--- config.mk ---
export PLATFORM = sky130hd
export DESIGN_NAME = grid_action_decoder
export DESIGN_NICKNAME = d
export VERILOG_FILES = /design/src/rtl/grid_pkg.sv /design/src/rtl/grid_step_decode.sv /design/src/rtl/grid_action_decoder.sv
export SDC_FILE = /design/constraint.sdc
export NUM_CORES = 1
export LEC_CHECK = 0
export ABC_AREA = 1
export BUFFER_PORTS_ARGS = -buffer_cell sky130_fd_sc_hd__buf_2
export CAP_MARGIN = 10
export CELL_PAD_IN_SITES_DETAIL_PLACEMENT = 0
export CELL_PAD_IN_SITES_GLOBAL_PLACEMENT = 1
export CORE_MARGIN = 3
export CORE_UTILIZATION = 42
export DETAILED_ROUTE_END_ITERATION = 6
export PLACE_DENSITY_LB_ADDON = 0.1
export SYNTH_ARGS = -nofsm -noshare
export SYNTH_HDL_FRONTEND = slang
export SYNTH_HIERARCHICAL = 1
export SYNTH_SLANG_ARGS = --single-unit
export TNS_END_PERCENT = 50
--- constraint.sdc ---
create_clock -name clk -period 8.22 [get_ports clk]
set_input_delay 1.233 -clock clk [delete_from_list [all_inputs] [get_ports clk]]
set_output_delay 1.233 -clock clk [all_outputs]
set_load 0.005 [all_outputs]
--- src/rtl/grid_pkg.sv ---
// Shared grid-world definitions: default geometry, action encoding and the
// decoder FSM state type.
package grid_pkg;

  localparam int GRID_W_DEF = 5;
  localparam int GRID_H_DEF = 5;

  localparam logic [3:0] ACT_RIGHT   = 4'd0;
  localparam logic [3:0] ACT_UP      = 4'd1;
  localparam logic [3:0] ACT_LEFT    = 4'd2;
  localparam logic [3:0] ACT_DOWN    = 4'd3;
  localparam logic [3:0] ACT_STAY    = 4'd4;
  localparam logic [3:0] ACT_ILLEGAL = 4'd15;

  typedef enum logic [0:0] {
    ST_IDLE  = 1'b0,
    ST_TRACK = 1'b1
  } grid_state_e;

endpackage

--- src/rtl/grid_step_decode.sv ---
// Combinational inverse of the next-state selector: maps a (prev, cur) state
// pair to the single-step action that produced it, or flags it as illegal.
module grid_step_decode
  import grid_pkg::*;
#(
  parameter int GRID_W  = GRID_W_DEF,
  parameter int GRID_H  = GRID_H_DEF,
  parameter int STATE_W = 6,
  parameter int ACT_W   = 4
) (
  input  logic [STATE_W-1:0] prev_i,
  input  logic [STATE_W-1:0] cur_i,
  output logic [ACT_W-1:0]   action_o,
  output logic               err_o
);

  localparam int NCELL = GRID_W * GRID_H;

  int  p_idx, c_idx;
  int  p_row, p_col, c_row, c_col;
  logic both_in_range;

  always_comb begin
    p_idx = int'(prev_i) - 1;
    c_idx = int'(cur_i) - 1;
    p_row = p_idx / GRID_W;
    p_col = p_idx % GRID_W;
    c_row = c_idx / GRID_W;
    c_col = c_idx % GRID_W;
    // state 0 maps to index -1, so one lower-bound test covers it
    both_in_range = (p_idx >= 0) && (p_idx < NCELL) && (c_idx >= 0) && (c_idx < NCELL);

    action_o = ACT_W'(ACT_ILLEGAL);
    err_o    = 1'b1;
    if (both_in_range) begin
      err_o = 1'b0;
      if (c_idx == p_idx) begin
        action_o = ACT_W'(ACT_STAY);
      end else if ((c_row == p_row) && (c_col == p_col + 1)) begin
        action_o = ACT_W'(ACT_RIGHT);
      end else if ((c_row == p_row) && (c_col == p_col - 1)) begin
        action_o = ACT_W'(ACT_LEFT);
      end else if ((c_col == p_col) && (c_row == p_row - 1)) begin
        action_o = ACT_W'(ACT_UP);
      end else if ((c_col == p_col) && (c_row == p_row + 1)) begin
        action_o = ACT_W'(ACT_DOWN);
      end else begin
        err_o = 1'b1;
      end
    end
  end

endmodule

--- src/rtl/grid_action_decoder.sv ---
// Streams visited states in, emits the action taken between consecutive
// states through a one-entry output register with per-episode step counting.
module grid_action_decoder
  import grid_pkg::*;
#(
  parameter int GRID_W  = GRID_W_DEF,
  parameter int GRID_H  = GRID_H_DEF,
  parameter int STATE_W = 6,
  parameter int ACT_W   = 4,
  parameter int CNT_W   = 8
) (
  input  logic               clk,
  input  logic               rst,
  input  logic               in_valid,
  output logic               in_ready,
  input  logic [STATE_W-1:0] in_state,
  input  logic               in_last,
  output logic               out_valid,
  input  logic               out_ready,
  output logic [ACT_W-1:0]   out_action,
  output logic [STATE_W-1:0] out_from,
  output logic [STATE_W-1:0] out_to,
  output logic               out_err,
  output logic               out_last,
  output logic [CNT_W-1:0]   step_cnt,
  output logic [CNT_W-1:0]   err_cnt
);

  // state    | meaning
  // ST_IDLE  | no previous state held; next beat only seeds prev
  // ST_TRACK | prev held; each beat decodes (prev, beat) into the output

  grid_state_e        state_q, state_d;
  logic [STATE_W-1:0] prev_q, prev_d;
  logic               first_q, first_d;
  logic               valid_q, valid_d;
  logic [ACT_W-1:0]   act_q, act_d;
  logic [STATE_W-1:0] from_q, from_d;
  logic [STATE_W-1:0] to_q, to_d;
  logic               err_q, err_d;
  logic               last_q, last_d;
  logic [CNT_W-1:0]   step_q, step_d;
  logic [CNT_W-1:0]   errc_q, errc_d;

  logic [ACT_W-1:0]   dec_action;
  logic               dec_err;
  logic               accept;

  grid_step_decode #(
    .GRID_W (GRID_W),
    .GRID_H (GRID_H),
    .STATE_W(STATE_W),
    .ACT_W  (ACT_W)
  ) u_step_decode (
    .prev_i  (prev_q),
    .cur_i   (in_state),
    .action_o(dec_action),
    .err_o   (dec_err)
  );

  assign in_ready = !valid_q || out_ready;
  assign accept   = in_valid && in_ready;

  always_comb begin
    state_d = state_q;
    prev_d  = prev_q;
    first_d = first_q;
    valid_d = valid_q;
    act_d   = act_q;
    from_d  = from_q;
    to_d    = to_q;
    err_d   = err_q;
    last_d  = last_q;
    step_d  = step_q;
    errc_d  = errc_q;

    // payload is left in place after a consume so it never glitches
    if (valid_q && out_ready) begin
      valid_d = 1'b0;
    end

    if (accept) begin
      case (state_q)
        ST_IDLE: begin
          if (!in_last) begin
            prev_d  = in_state;
            first_d = 1'b1;
            state_d = ST_TRACK;
          end
        end
        ST_TRACK: begin
          valid_d = 1'b1;
          act_d   = dec_action;
          from_d  = prev_q;
          to_d    = in_state;
          err_d   = dec_err;
          last_d  = in_last;
          first_d = 1'b0;
          if (first_q) begin
            step_d = CNT_W'(1);
          end else if (!(&step_q)) begin
            step_d = step_q + CNT_W'(1);
          end
          if (dec_err && !(&errc_q)) begin
            errc_d = errc_q + CNT_W'(1);
          end
          if (in_last) begin
            prev_d  = '0;
            state_d = ST_IDLE;
          end else begin
            prev_d = in_state;
          end
        end
        default: state_d = ST_IDLE;
      endcase
    end
  end

  always_ff @(posedge clk) begin
    if (rst) begin
      state_q <= ST_IDLE;
      prev_q  <= '0;
      first_q <= 1'b0;
      valid_q <= 1'b0;
      act_q   <= '0;
      from_q  <= '0;
      to_q    <= '0;
      err_q   <= 1'b0;
      last_q  <= 1'b0;
      step_q  <= '0;
      errc_q  <= '0;
    end else begin
      state_q <= state_d;
      prev_q  <= prev_d;
      first_q <= first_d;
      valid_q <= valid_d;
      act_q   <= act_d;
      from_q  <= from_d;
      to_q    <= to_d;
      err_q   <= err_d;
      last_q  <= last_d;
      step_q  <= step_d;
      errc_q  <= errc_d;
    end
  end

  assign out_valid  = valid_q;
  assign out_action = act_q;
  assign out_from   = from_q;
  assign out_to     = to_q;
  assign out_err    = err_q;
  assign out_last   = last_q;
  assign step_cnt   = step_q;
  assign err_cnt    = errc_q;

endmodule

; ---- Word level (Yosys, flattened, before mapping)
; Index checks and enable logic that the tools add are counted.
[op_classes]
n_mux = 23
n_div = 4
eq_ne = 9
n_addsub = 8
order_cmp = 4
n_bitwise = 1
n_reduce_logical = 19
[ops]
columns = operator, n
row1 = $eq 32x32->1, 7
row2 = $add 32x2->32 const B, 2
row3 = $div 32x4->32 const B, 2
row4 = $ge 32x1->1 const B, 2
row5 = $lt 32x6->1 const B, 2
row6 = $mod 32x4->32 const B, 2
row7 = $sub 32x2->32 const B, 2
row8 = $mux 4, 6
row9 = $add 8x1->8 const B, 2
row10 = $mux 8, 2
row11 = $reduce_and 8->1, 2
row12 = $sub 6x1->7 const B, 2
row13 = $mux 6, 2
row14 = $pmux 6 s2, 1
row15 = $mux 1, 11
row16 = $logic_and 1x1->1, 10
row17 = $reduce_and 3->1, 2
row18 = $ne 2x2->1 const B, 2
row19 = $reduce_and 2->1, 2
row20 = $logic_not 1->1, 2
row21 = $pmux 1 s2, 1
row22 = $logic_or 1x1->1, 1
row23 = $not 1->1, 1
[word_totals]
wordCells = 79
reg_bits = 43

; ---- Logic depth before layout (Yosys ltp)
; Gate-level depths: netlist (run 1).
[depth]
depth_word = 13
mapped_depth = 51

; ---- Modules after synthesis
; The synthesis (run 1) kept the hierarchy.
[modules_own_cells]
columns = module, seq_area_each_um2, cells_each, n_inst, area_per_inst_um2
row1 = grid_step_decode, 0.0, 611, 1, 3184.3
row2 = grid_action_decoder, 860.8, 260, 1, 1900.6

; ---- Worst setup path after synthesis (run 1)
; Ideal clock, no wire load.
[synth_path]
kind = input -> register
start = in in_state[0]
end = reg errc_q[0] (netlist: err_cnt[0])
required_time_ns = 8.104
setup_slack_ns = 2.038
arrival_ns = 6.066
cell_stages = 40
n_path_buf = 2
setup_time_ns = 0.116
cell_sequence = buf_4 inv_2 ha_1 nand3_1 buf_4 nor2_1 xor2_1 inv_1 ha_1 inv_1 nand3_1 nand2_1 nand3_2 xor2_1 ha_1 inv_1 nand3_1 nand4_1 [4 not listed] nand2_1 inv_1 nand2_1 nand2_1 nor2_1 nand3_1 nor2_1 nand3_1 nor2_1 nand3_1 nor2_1 nor2_1 nand2_1 o21bai_1 nand4_1 nor2_2 o21ai_0 nor2_1
[synth_via]
elab_chain_len = 12
elab_cells_between_ends = 26
[synth_rtl]
columns = item, line
row1 = "start, declared", grid_action_decoder.sv:16  ; input logic [STATE_W-1:0] in_state,
row2 = $sub 6x1->7 *, grid_step_decode.sv:25  ; c_idx = int'(cur_i) - 1;
row3 = $mod 32x4->32 / $div 32x4->32 (equally long branches), "grid_step_decode.sv:29, grid_step_decode.sv:28"
row4 = $eq 32x32->1 (on tied branches), "grid_step_decode.sv:43, grid_step_decode.sv:45"
row5 = $logic_and 1x1->1, grid_step_decode.sv:45  ; end else if ((c_col == p_col) && (c_row == p_row + 1)) begin
row6 = $mux 1, grid_step_decode.sv:45
row7 = $mux 1, grid_step_decode.sv:43  ; end else if ((c_col == p_col) && (c_row == p_row - 1)) begin
row8 = $mux 1, grid_step_decode.sv:41  ; end else if ((c_row == p_row) && (c_col == p_col - 1)) begin
row9 = $mux 1, grid_step_decode.sv:39  ; end else if ((c_row == p_row) && (c_col == p_col + 1)) begin
row10 = $mux 1, grid_step_decode.sv:37  ; if (c_idx == p_idx) begin
row11 = $mux 1 *, grid_step_decode.sv:35  ; if (both_in_range) begin
row12 = named net dec_err, grid_action_decoder.sv:46  ; logic dec_err;
row13 = $logic_and 1x1->1 *, grid_action_decoder.sv:104  ; if (dec_err && !(&errc_q)) begin
row14 = $reduce_and 3->1 (no source line) *, n/a
row15 = "end signal, assigned", grid_action_decoder.sv:143  ; errc_q <= errc_d;
row16 = "end, declared", grid_action_decoder.sv:43  ; logic [CNT_W-1:0] errc_q, errc_d;
; The timed path passes the listed nets; every way through them passes the cells marked *.
; A chain may end at the register's enable or synchronous reset.

; ---- Final worst setup path (run 1)
[layout_path]
start = in in_state[0]
end = reg errc_q[5] (netlist: err_cnt[5])
; The elaborated chain is that of the path after synthesis.

==> metrics.csv, run 1 <==
stage,metric,value,unit
status,status,"complete, no violations",
place,hpwl dp,10880,um
setup_path,Critical-path top delay cell,xor2_1,
finish,Sequential Area,860.8,um^2
synthesis,YS warnings,6,
detailed_routing,drt first pass iters,5,
detailed_routing,wire per inst,12.94,um
clocking,post-CTS sizing,0,
die,Boundary Pins,47,
sta,Period minus WS final,7.030,ns
sta,slew margin rel.,60.97,%
synthesis,sequential fraction of the synthesis area,16.93,%
sta,Worst Skew,0.002931,ns
clocking,clk buf depth,2,
clocking,Hold Buf Count CTS,0,
die,Initial Utilization,43.78,%
clocking,Clock Sinks,43,
synthesis,most instantiated cells after synthesis,"nand2_1, inv_1, nand3_1, nor2_1, a21oi_1",
setup_path,crit path DAT,7.25,ns
finish,Antenna Diode Count,0,
detailed_routing,DRC,0,
clocking,Clock Tree Root,clkbuf_16,
place,DP Area,5371,um^2
global_route,number of global-route vias before repair,5182,
pwr,Leak,2.877,nW
setup_path,Setup crit end kind,register,
sta,Final TNS setup,0,ns
global_route,Tot GR Track Use,21.30,%
finish,fin nets,942,
detailed_routing,post-route ant nets,0,
synthesis,Post-synth EDFFs,0,
detailed_routing,routed wire length,13600,um
synthesis,Synth area leaders,"nand2_1, dfxtp_1, nand3_1, inv_1, nor2_1",
setup_path,largest fanout on the critical path,15,
clocking,buffer count from post-CTS setup fixing,0,
worst_hold_path,HP Class,reg -> reg,
finish,layout cells sized above 1,15.31,%
place,Placer Congestion,0.9017,
pwr,PwrDens,331.9,nW/um^2
synthesis,Synth top area share,20.60,%
sta,RSZ-0062 raised after global routing,no,
global_route,first-pass GRT wire length,23820,um
die,die height,116.0,um
setup_path,Setup crit start kind,input port,
global_route,largest net degree at the start of global routing,33,
setup_path,CP Class,in -> reg,
clocking,CTS Buf Count,5,
setup_path,biggest cell delay along the critical path,0.32,ns
die,die area,13460,um^2
synthesis,Most used DFF post-synth,dfxtp_1,
finish,Fillers,1260,
synthesis,asr flop ratio synth,0,%
synthesis,Gate Count Post-Synth,871,
sta,worst slew pin tran,0.5854,ns
synthesis,"FF+latch count, synth",43,
die,core box area,11610,um^2
synthesis,Mapped Avg Cell Area,5.838,um^2
synthesis,Mapped Area,5085,um^2
detailed_routing,total number of vias,5390,
clocking,clock-pin slew on the worst setup and hold paths,0.06,ns
sta,final hold vios,0,
clocking,worst-skew pair later-pin latency,0.29,ns
clocking,CTS tree,done,
finish,area of the multi-input gates,3647,um^2
setup_path,most frequent CP cell,nand2_1,
finish,fin area,5545,um^2
sta,max-slew violation total from the final report,0,
sta,f_max,142.3,MHz
pwr,VDD IR-drop max,156.3,uV
clocking,CTS H-tree lvls,2,
detailed_routing,DR iter-0 viols,292,
finish,area added between synthesis and finish,9.055,%
synthesis,post-synth net total,906,
sta,final setup fails,0,
sta,fin crit share,85.52,%
synthesis,post-synth top area cell,nand2_1,
synthesis,most numerous cell in the Yosys netlist,nand2_1,
global_route,gr ovfl total,0,
finish,Final Core Density,47.75,%
job,max-cap violations,0,
die,Rows,39,
setup_path,WP data required,8.44,ns
synthesis,Unique masters post-synth,43,
detailed_routing,vias per cell,5.128,
die,Die X,116.0,um
place,Buffers on Ports,46,
global_route,initial antenna violation count,0,
==> metal layers <==
| layer | vias up | wire [um] | track usage (%) |
|---|---|---|---|
| met1 | 2421 | 6638 | 27.80 |
| met4 | 0 | 198 | 6.265 |
| li1 | 2862 | - | - |
| met2 | 92 | 6353 | 36.67 |
| met5 | - | 0 | 0 |
| met3 | 15 | 410 | 2.768 |
==> per-stage QoR <==
stage / power (W) / hold WS (ns) / setup WS (ns) / std cells
finish: 0.001840 / 0.4622 / 1.190 / 1051
global placement: 0.001591 / 0.4494 / 1.115 / 1043
detailed placement: 0.001597 / 0.4566 / 0.8089 / 1043
floorplan: 0.001356 / 0.4554 / 2.038 / 871
global route: 0.002059 / 0.4928 / 0.2103 / 1051
CTS: 0.001838 / 0.4650 / 1.119 / 1051
==> final timing paths <==
path / from / to / slack, ns / depth (start not counted)
setup reg to reg: prev_q[1]$_SDFFE_PP0P_ / err_cnt[5]$_SDFFE_PP0P_ / 1.57 / 43
setup / recovery: in_state[0] / err_cnt[5]$_SDFFE_PP0P_ / 1.19 / 42
hold / removal: out_to[5]$_SDFFE_PP0P_ / out_to[5]$_SDFFE_PP0P_ / 0.46 / 2
hold reg to reg: out_to[5]$_SDFFE_PP0P_ / out_to[5]$_SDFFE_PP0P_ / 0.46 / 2
==> area by class of cell <==
class / instances / share of cell area, %
clock buffer: 6 / 2.505
clock inverter: 2 / 0.6318
inverter: 115 / 7.920
multi-input combinational: 694 / 65.77
sequential: 43 / 15.52
tap: 143 / 3.227
timing repair buffer: 48 / 4.422
==> worst max-delay path, delay by kind of cell <==
family	cells	cell delay (ns)
xor+xnor	1	0.32
simple gates	28	3.30
fa+ha+maj	4	0.95
compound gates	2	0.43
buf+inv	7	1.01
==> where the power goes <==
| part | internal (W) | leakage, nW | switching [W] | total [W] |
|---|---|---|---|---|
| Combinational | 0.000434 | 2.44 | 0.000952 | 0.00139 |
| Sequential | 0.000214 | 0.349 | 0.00000636 | 0.000221 |
| Clock | 0.000151 | 0.0868 | 0.0000823 | 0.000233 |
==> placed cells by master, fill, tap and decap left out, types with 10 or more instances in the layout <==
cell type,netlist,layout
a21oi_1,50,50
buf_2,2,46
dfxtp_1,43,43
ha_1,24,24
inv_1,100,100
inv_2,12,12
nand2_1,279,279
nand2_2,29,29
nand3_1,82,82
nand4_1,24,24
nor2_1,82,82
o21ai_0,28,28
xnor2_1,10,10
xor2_1,18,18
==> kinds of logic (layout without fill, tap and decap cells) <==
logic type / after synthesis / count (layout) / share of synthesized area [%]
AO/OA/AOI/OAI: 95 / 95 / 10.24
XOR/XNOR: 28 / 28 / 4.823
adder cells (fa/ha/maj): 24 / 24 / 5.906
buffers and inverters: 134 / 171 / 11.34
flip-flops: 43 / 43 / 16.93
AND/OR/NAND/NOR: 547 / 547 / 50.76
==> sequential cells by signal, indices dropped and copies added (netlist names) <==
signal,cells
first_q,1
out_to,6
step_cnt,8
err_cnt,8
out_valid,1
out_last,1
prev_q,6
state_q,1
out_err,1
out_from,6
out_action,4
(Power assumes the default switching activity.)
==> inputs of run 2 (changes only) <==
--- a/config.mk
+++ b/config.mk
@@ -5,13 +5,12 @@
 export SDC_FILE = /design/constraint.sdc
 export NUM_CORES = 1
 export LEC_CHECK = 0
-export ABC_AREA = 1
+export ABC_AREA = 0
 export BUFFER_PORTS_ARGS = -buffer_cell sky130_fd_sc_hd__buf_2
 export CAP_MARGIN = 10
 export CELL_PAD_IN_SITES_DETAIL_PLACEMENT = 0
 export CELL_PAD_IN_SITES_GLOBAL_PLACEMENT = 1
-export CORE_MARGIN = 3
-export CORE_UTILIZATION = 42
+export CORE_UTILIZATION = 45
 export DETAILED_ROUTE_END_ITERATION = 6
 export PLACE_DENSITY_LB_ADDON = 0.1
 export SYNTH_ARGS = -nofsm -noshare
==> run 2 against run 1 <==
  * Hold slack got worse by 0.0090 ns
  * Design area grew 18%
  * Synthesized area grew 11%
  * Register-to-register slack worse by 1.0 ns
  * Clock power is 11% higher
  * Sequential power about the same
  * Routed wire length is 20% higher
  * Sequential cell count unchanged
  * Clock skew about the same
  * Combinational power decreased by 42%
==> metrics.csv, run 2 <==
stage,metric,value,unit,change
global_route,largest net degree at the start of global routing,45,,+36%
global_route,first-pass GRT wire length,27090,um,+14%
synthesis,Unique masters post-synth,97,,+130%
finish,Final Core Density,54.15,%,+6.4 points
pwr,Clock Power Share,20.1,%,+7.4 points
pwr,Leak,2.604,nW,-9.5%
pwr,PwrDens,195.4,nW/um^2,-41%
global_route,initial antenna violation count,0,,unchanged
finish,Fillers,1220,,-3.2%
sta,final hold vios,0,,unchanged
die,die area,12960,um^2,-3.8%
finish,fin nets,878,,-6.8%
synthesis,Gate Count Post-Synth,789,,-9.4%
die,Boundary Pins,47,,unchanged
pwr,switching power of the nets,0.0005557,W,-47%
finish,Antenna Diode Count,0,,unchanged
pwr,switching share of total power,43.36,%,-13 points
pwr,Comb power frac,62.8,%,-13 points
place,Placer Congestion,0.9075,,+0.64%
pwr,Flop pwr share,17.1,%,+5.1 points
status,status,"complete, no violations",,
place,Placed Instances,994,,-4.7%
sta,Period minus WS final,7.756,ns,+0.7262 ns
die,Rows,40,,+2.6%
detailed_routing,DR iter-0 viols,396,,+36%
sta,Post-Route Hold Slack,0.4531,ns,-0.009032 ns
setup_path,Setup crit end kind,register,,
synthesis,sequential fraction of the synthesis area,15.30,%,-1.6 points
setup_path,CP bufs+invs,6,,-1
synthesis,most numerous cell in the Yosys netlist,nand2_1,,
synthesis,Synth top area share,15.30,%,-5.3 points
detailed_routing,vias per cell,5.937,,+16%
sta,fin crit share,94.35,%,+8.8 points
detailed_routing,post-route ant nets,0,,unchanged
die,die height,113.8,um,-1.9%
detailed_routing,wire per inst,16.11,um,+25%
die,Die X,113.8,um,-1.9%
finish,post-route insts no fill,1012,,-3.7%
setup_path,biggest cell delay along the critical path,0.48,ns,+0.16 ns
clocking,worst-skew pair later-pin latency,0.29,ns,about the same
setup_path,largest fanout on the critical path,7,,-8
finish,layout cells sized above 1,20.85,%,+5.5 points
detailed_routing,total number of vias,6008,,+11%
synthesis,post-synth net total,824,,-9.1%
setup_path,CP Class,in -> reg,,
finish,most frequent cells in the layout,"nand2_1, a21oi_1, nor2_1",,
sta,max-slew violation total from the final report,0,,unchanged
synthesis,most instantiated cells after synthesis,"nand2_1, a21oi_1, nor2_1",,
setup_path,Critical-path top delay cell,or4b_1,,
clocking,clock-pin slew on the worst setup and hold paths,0.06,ns,about the same
finish,area added between synthesis and finish,16.54,%,
synthesis,Post-synth EDFFs,0,,unchanged
global_route,Tot GR Track Use,25.24,%,+3.9 points
synthesis,Most used DFF post-synth,dfxtp_1,,
die,Initial Utilization,46.47,%,+2.7 points
synthesis,Mapped Area,5628,um^2,+11%
job,max-cap violations,0,,unchanged
synthesis,post-synth top area cell,dfxtp_1,,
clocking,CTS Buf Count,5,,unchanged
detailed_routing,DRC,0,,unchanged
synthesis,asr flop ratio synth,0,%,unchanged
sta,slew margin rel.,31.52,%,-29 points
sta,final setup fails,0,,unchanged
worst_hold_path,HP Class,reg -> reg,,
sta,worst slew pin tran,1.027,ns,+0.4419 ns
synthesis,Mapped Avg Cell Area,7.133,um^2,+22%
place,hpwl dp,12380,um,+14%
setup_path,WP data required,8.40,ns,-0.04 ns
finish,"commonest non-fill, non-tap cell in the layout",nand2_1,,
synthesis,YS warnings,6,,unchanged
detailed_routing,drt first pass iters,5,,unchanged
sta,f_max,128.9,MHz,-9.4%
place,Buffers on Ports,46,,unchanged
pwr,VDD IR-drop max,182.2,uV,+17%
setup_path,Setup crit start kind,input port,,
pwr,P_int,0.0007259,W,-9.2%
clocking,CTS H-tree lvls,2,,unchanged
setup_path,crit path DAT,7.93,ns,+0.68 ns
sta,Worst Skew,0.003381,ns,+0.0004495 ns
clocking,CTS tree,done,,
clocking,clk buf depth,2,,unchanged
synthesis,Synth area leaders,"dfxtp_1, xnor2_1, a21oi_1, nand2_1, ha_1",,
pwr,total chip power,0.001282,W,-30%
setup_path,"delay-heaviest family, CP",simple AND/OR/NAND/NOR gates,,
synthesis,"FF+latch count, synth",43,,unchanged
die,core box area,12110,um^2,+4.3%
detailed_routing,routed wire length,16310,um,+20%
global_route,number of global-route vias before repair,5629,,+8.6%
clocking,Clock Sinks,43,,unchanged
clocking,Clock Tree Root,clkbuf_16,,
global_route,gr ovfl total,0,,unchanged
-- run 2: worst reg2reg max path, delay by kind of cell (launching register included) --
family,cells,cell delay (ns)
buffers and inverters,9,1.06
adders and majority gates,5,1.10
and+or+nand+nor,11,2.44
xor gates and xnor gates,1,0.20
DFF,1,0.34
muxes,2,0.65
AOI/OAI and AO/OA,10,1.82
-- run 2: kinds of logic after synthesis --
logic type	after synthesis	share of synthesized area, %
mux	22	4.469
simple gates	326	30.59
xor+xnor	57	8.871
compound gates	235	28.90
fa+ha+maj	24	5.336
buf+inv	82	6.536
flops	43	15.30
-- run 2: final timing paths --
| check | startpoint | end | slack [ns] | depth (start not counted) |
|---|---|---|---|---|
| max reg2reg | prev_q[1]$_SDFFE_PP0P_ | err_cnt[7]$_SDFFE_PP0P_ | 0.53 | 38 |
| min | out_to[1]$_SDFFE_PP0P_ | out_to[1]$_SDFFE_PP0P_ | 0.45 | 2 |
| min reg2reg | out_to[1]$_SDFFE_PP0P_ | out_to[1]$_SDFFE_PP0P_ | 0.45 | 2 |
| max | in_state[0] | err_cnt[7]$_SDFFE_PP0P_ | 0.46 | 31 |
-- run 2: stage by stage --
stage,setup slack [ns],instance area [um^2],TNS [ns]
6_report,0.4642,6559,0
2_1_floorplan,0.02591,5654,0
3_3_place_gp,0.07650,6158,0
5_1_grt,-0.02850,6559,-0.08380
3_5_place_dp,-0.1516,6158,-0.4890
4_1_cts,0.07475,6351,0
-- run 2: what timing repair did --
action                                  CTS  global route
endpoints found under the setup margin    0            10
resized for setup                         0            25
hold buffers                              0             0
buffers inserted                          0             9
-- run 2: layout make-up --
type,instances,area [um^2],area share [%]
Clock inverter,3,67.56,1.030
Clock buffer,5,125.1,1.908
Sequential cell,43,860.8,13.12
Timing Repair Buffer,95,598.1,9.119
Multi-Input combinational cell,665,4566,69.61
Inverter,33,131.4,2.003
Tap cell,168,210.2,3.205
-- run 2: power by group through the flow --
stage	Clock, W	Sequential [W]	Combinational [W]
after floorplan	0	0.000221	0.000598
final	0.000258	0.000219	0.000805
after CTS	0.000264	0.000219	0.000756
after global routing	0.000270	0.000220	0.000886
after detailed placement	0	0.000223	0.000752
after global placement	0	0.000223	0.000739
-- run 2: layer usage --
| metal | GRT usage, % | wire [um] | vias up | share of wire (%) |
|---|---|---|---|---|
| met3 | 2.232 | 584 | 26 | 3.6 |
| li1 | - | - | 3010 | - |
| met1 | 32.62 | 7612 | 2826 | 47 |
| met2 | 44.55 | 7772 | 146 | 48 |
| met4 | 7.532 | 336 | 0 | 2.1 |
| met5 | 0 | 0 | - | 0 |
